===== config.mk =====
export PLATFORM = sky130hd
export DESIGN_NAME = bcd_digit_incrementor
export DESIGN_NICKNAME = d
export VERILOG_FILES = /design/src/rtl/bcd_digit_incrementor.sv
export SDC_FILE = /design/constraint.sdc
export NUM_CORES = 1
export LEC_CHECK = 0
export CAP_MARGIN = 20
export CORE_AREA = 2 2 39 41
export DETAILED_ROUTE_END_ITERATION = 7
export DIE_AREA = 0 0 41 43
export DONT_BUFFER_PORTS = 1
export SYNTH_ARGS = -nofsm -noshare
export SYNTH_HDL_FRONTEND = slang
export SYNTH_SLANG_ARGS = --single-unit

===== constraint.sdc =====
create_clock -name clk -period 0.8 [get_ports clk]
set_input_delay 0.16 -clock clk [delete_from_list [all_inputs] [get_ports clk]]
set_output_delay 0.16 -clock clk [all_outputs]
set_load 0.05 [all_outputs]

===== src/rtl/bcd_digit_incrementor.sv =====
// Single BCD digit incrementor with registered result, decimal carry and
// illegal-code flag; one stage of a ripple-registered multi-digit counter.
module bcd_digit_incrementor (
    input  logic       clk,
    input  logic       reset_n,
    input  logic [3:0] bcd_in,
    input  logic       inc,
    output logic [3:0] bcd_out,
    output logic       carry,
    output logic       invalid
);

    logic [3:0] bcd_d, bcd_q;
    logic       carry_d, carry_q;
    logic       invalid_d, invalid_q;

    // Codes 10-15 are flagged and never carry, so a corrupt digit cannot
    // ripple a bogus increment into the next stage of the chain.
    always_comb begin
        bcd_d     = 4'd0;
        carry_d   = 1'b0;
        invalid_d = 1'b0;
        if (bcd_in > 4'd9) begin
            invalid_d = 1'b1;
        end else if (inc) begin
            if (bcd_in == 4'd9) begin
                carry_d = 1'b1;
            end else begin
                bcd_d = bcd_in + 4'd1;
            end
        end else begin
            bcd_d = bcd_in;
        end
    end

    always_ff @(posedge clk or negedge reset_n) begin
        if (!reset_n) begin
            bcd_q     <= 4'd0;
            carry_q   <= 1'b0;
            invalid_q <= 1'b0;
        end else begin
            bcd_q     <= bcd_d;
            carry_q   <= carry_d;
            invalid_q <= invalid_d;
        end
    end

    assign bcd_out = bcd_q;
    assign carry   = carry_q;
    assign invalid = invalid_q;

endmodule


==> results.sh, run 1 <==
export IMPL_slowest_delay_ps=390
export IMPL_final_setup_tns_ps=-817
export IMPL_synth_area_per_cell_um2=12.2
export IMPL_die_x_um=41
export IMPL_syn_to_final_growth_pct=71.6
export IMPL_grt_use_total=0.0670
export IMPL_ant_nets=0
export IMPL_vias_per_cell=4.15
export IMPL_worstPathArrival_ps=780
export IMPL_synth_compound_area_share=0.137
export IMPL_use_met1=0.0600
export IMPL_synth_top_family_by_area="simple AND/OR/NAND/NOR gates"
export IMPL_cp_num_buf_inv=1
export IMPL_die_h_um=43
export IMPL_synth_xor_area_frac=0.0343
export IMPL_core_um2=1380
export IMPL_crit_chain="buf_12"
export IMPL_synth_edf_count=0
export IMPL_crit_path_start_kind="register"
export IMPL_met2_usage=0.0844
export IMPL_hp_class="primary input to register"
export IMPL_start_util=0.184
export IMPL_final_util=0.316
export IMPL_power_density_nw_per_um2=1790
export IMPL_maxSlewHeadroom=0.831
export IMPL_required_ps=640
export IMPL_grt_overflow_total=0
export IMPL_ys_warn_count=0
export IMPL_violations="setup timing"
export IMPL_clkSinkCount=6
export IMPL_clk_transition_reported_paths_ps=40
export IMPL_post_cts_buffers=0
export IMPL_cts_resized=0
export IMPL_first_global_vias=185
export IMPL_fin_nets=41
export IMPL_synth_top_area_cell="dfrtp_1"
export IMPL_synth_flop_cell="dfrtp_1"
export IMPL_ios=13
export IMPL_min_period_ps=941
export IMPL_synthSimpleGateAreaFrac=0.201
export IMPL_clock_tree_root_cell="clkbuf_4"
export IMPL_cp_max_fo=1
export IMPL_drive_above_1_share=0.375
export IMPL_slew_viol_final=0
export IMPL_setup_slack_ps=-141
export IMPL_drt_iter0_markers=1
export IMPL_drc=0
export IMPL_hold_viol=0
export IMPL_diodes=0
export IMPL_power_leakage_nw=0.193
export IMPL_async_flop_share=1.00
export IMPL_ir_worst_vdd_uv=491
export IMPL_grt_max_degree=7
export IMPL_dr_pass1_iters=3
export IMPL_synth_cell_type_count=15
export IMPL_busiest_layer="met2"
export IMPL_place_congestion=0.609
export IMPL_cts_tree="built"
export IMPL_wl_um=479
export IMPL_cts_buffers=3
export IMPL_yosys_area_top_type_share=0.588
export IMPL_rsz0062_at_grt="yes"
export IMPL_num_fill_cells=140
export IMPL_synth_fa_ha_area_frac=0
export IMPL_place_ws_ps=33.9
export IMPL_antenna_found_initial=0
export IMPL_synth_fp_nets=28
export IMPL_max_freq_mhz=1060
export IMPL_yosysSeqAreaShare=0.588
export IMPL_die_area_um2=1760
export IMPL_htreeDepth=1
export IMPL_worst_pin_slew_ps=253
export IMPL_status="complete, but fails checks"
export IMPL_setup_violations=6
export IMPL_worst_path_max_delay_cell="dfrtp_1"
export IMPL_synthCells=21
export IMPL_synth_most_common_cell="dfrtp_1"
export IMPL_crit_family="flip-flops"
export IMPL_stdcell_area_um2=438
export IMPL_drv_cap=0
export IMPL_synth_seq_cells=6
export IMPL_clockBufferDepth=2
export IMPL_fp_row_count=14
export IMPL_syn_area_um2=255
export IMPL_synthTopCellsByCount="dfrtp_1 (6), nor2_1 (2)"
export IMPL_timing_final_crit_share=1.18
export IMPL_synthTopCellsByArea="dfrtp_1 (59%), o22ai_2 (4.9%), a21bo_2 (3.9%)"
export IMPL_critPathKind="register to output pin"
export IMPL_wl_per_cell_um=9.98
export IMPL_grt_use_met3=0.0471
export IMPL_synthMuxAreaShare=0.0392
export IMPL_worst_setup_path_end_kind="output pin"
export IMPL_grt_pass1_wl_um=717
export IMPL_port_buffers=0
export IMPL_dpl_cell_area_um2=395
export IMPL_routed_via_count=199
export IMPL_power_mw=0.785
==> cell usage in the layout, fill, tap and decap left out <==
master / count
dlygate4sd3_1: 2
nand2_1: 1
or2_2: 1
nand2b_1: 1
o21a_1: 1
nor2_1: 2
xnor2_1: 1
and2_1: 1
buf_12: 6
nand3_1: 1
or3b_1: 1
dfrtp_1: 6
a21bo_2: 1
o22ai_2: 1
a21oi_1: 1
clkbuf_4: 3
nand3b_1: 1
mux2i_1: 1
==> registers in the layout, indices dropped and copies added (netlist names) <==
signal	count
carry	1
invalid	1
bcd_out	4
==> what timing repair did <==
action	4_1_cts	5_1_grt
endpoints found under the setup margin	6	6
hold buffers	2	0
endpoints found under the hold margin	7	0
==> path summary, 6_finish.rpt <==
check                      depth (start not counted)  slack (ps)  startpoint    endpoint
max in group asynchronous                          1         370     reset_n  bcd_out[2]
worst min-delay path                               2          40   bcd_in[0]       carry
min in group asynchronous                          1         230     reset_n     invalid
worst max-delay path                               1        -140       carry       carry
==> power breakdown <==
group	switching, mW	total, mW	internal, mW
Combinational	0.0924	0.190	0.0978
Clock	0.0891	0.257	0.168
Sequential	0.0145	0.337	0.323
Total	0.196	0.785	0.589
==> stage by stage <==
| stage | hold slack [ps] | cells |
|---|---|---|
| after floorplan | -136 | 21 |
| after global placement | -135 | 43 |
| after detailed placement | -135 | 43 |
| after CTS | 31.6 | 48 |
| after global routing | 32.1 | 48 |
| final | 43.2 | 48 |
==> cells by family after synthesis <==
logic type      count (synthesis)
compound gates                  4
xor+xnor                        1
flops                           6
mux                             1
simple gates                    9
==> layout make-up <==
class                      instances  area [µm²]  share of cell area
clock buffer                       3        22.5              0.0514
multi-input combinational         15         105               0.240
sequential                         6         150               0.343
tap                               16        20.0              0.0457
timing repair buffer               8         140               0.320
==> metal layers <==
| layer | wire (µm) | vias to the layer above | share of wire |
|---|---|---|---|
| li1 | - | 94 | - |
| met1 | 168 | 91 | 0.35 |
| met2 | 235 | 14 | 0.49 |
| met3 | 76 | 0 | 0.16 |
| met4 | 0 | 0 | 0 |
| met5 | 0 | - | 0 |
(Power assumes the default switching activity.)
==> run 2, diff against run 1 <==
- TNS_END_PERCENT: not set -> 1
==> results of run 2 <==
Same layout as run 1: the final DEF is identical, and so are final timing and power.
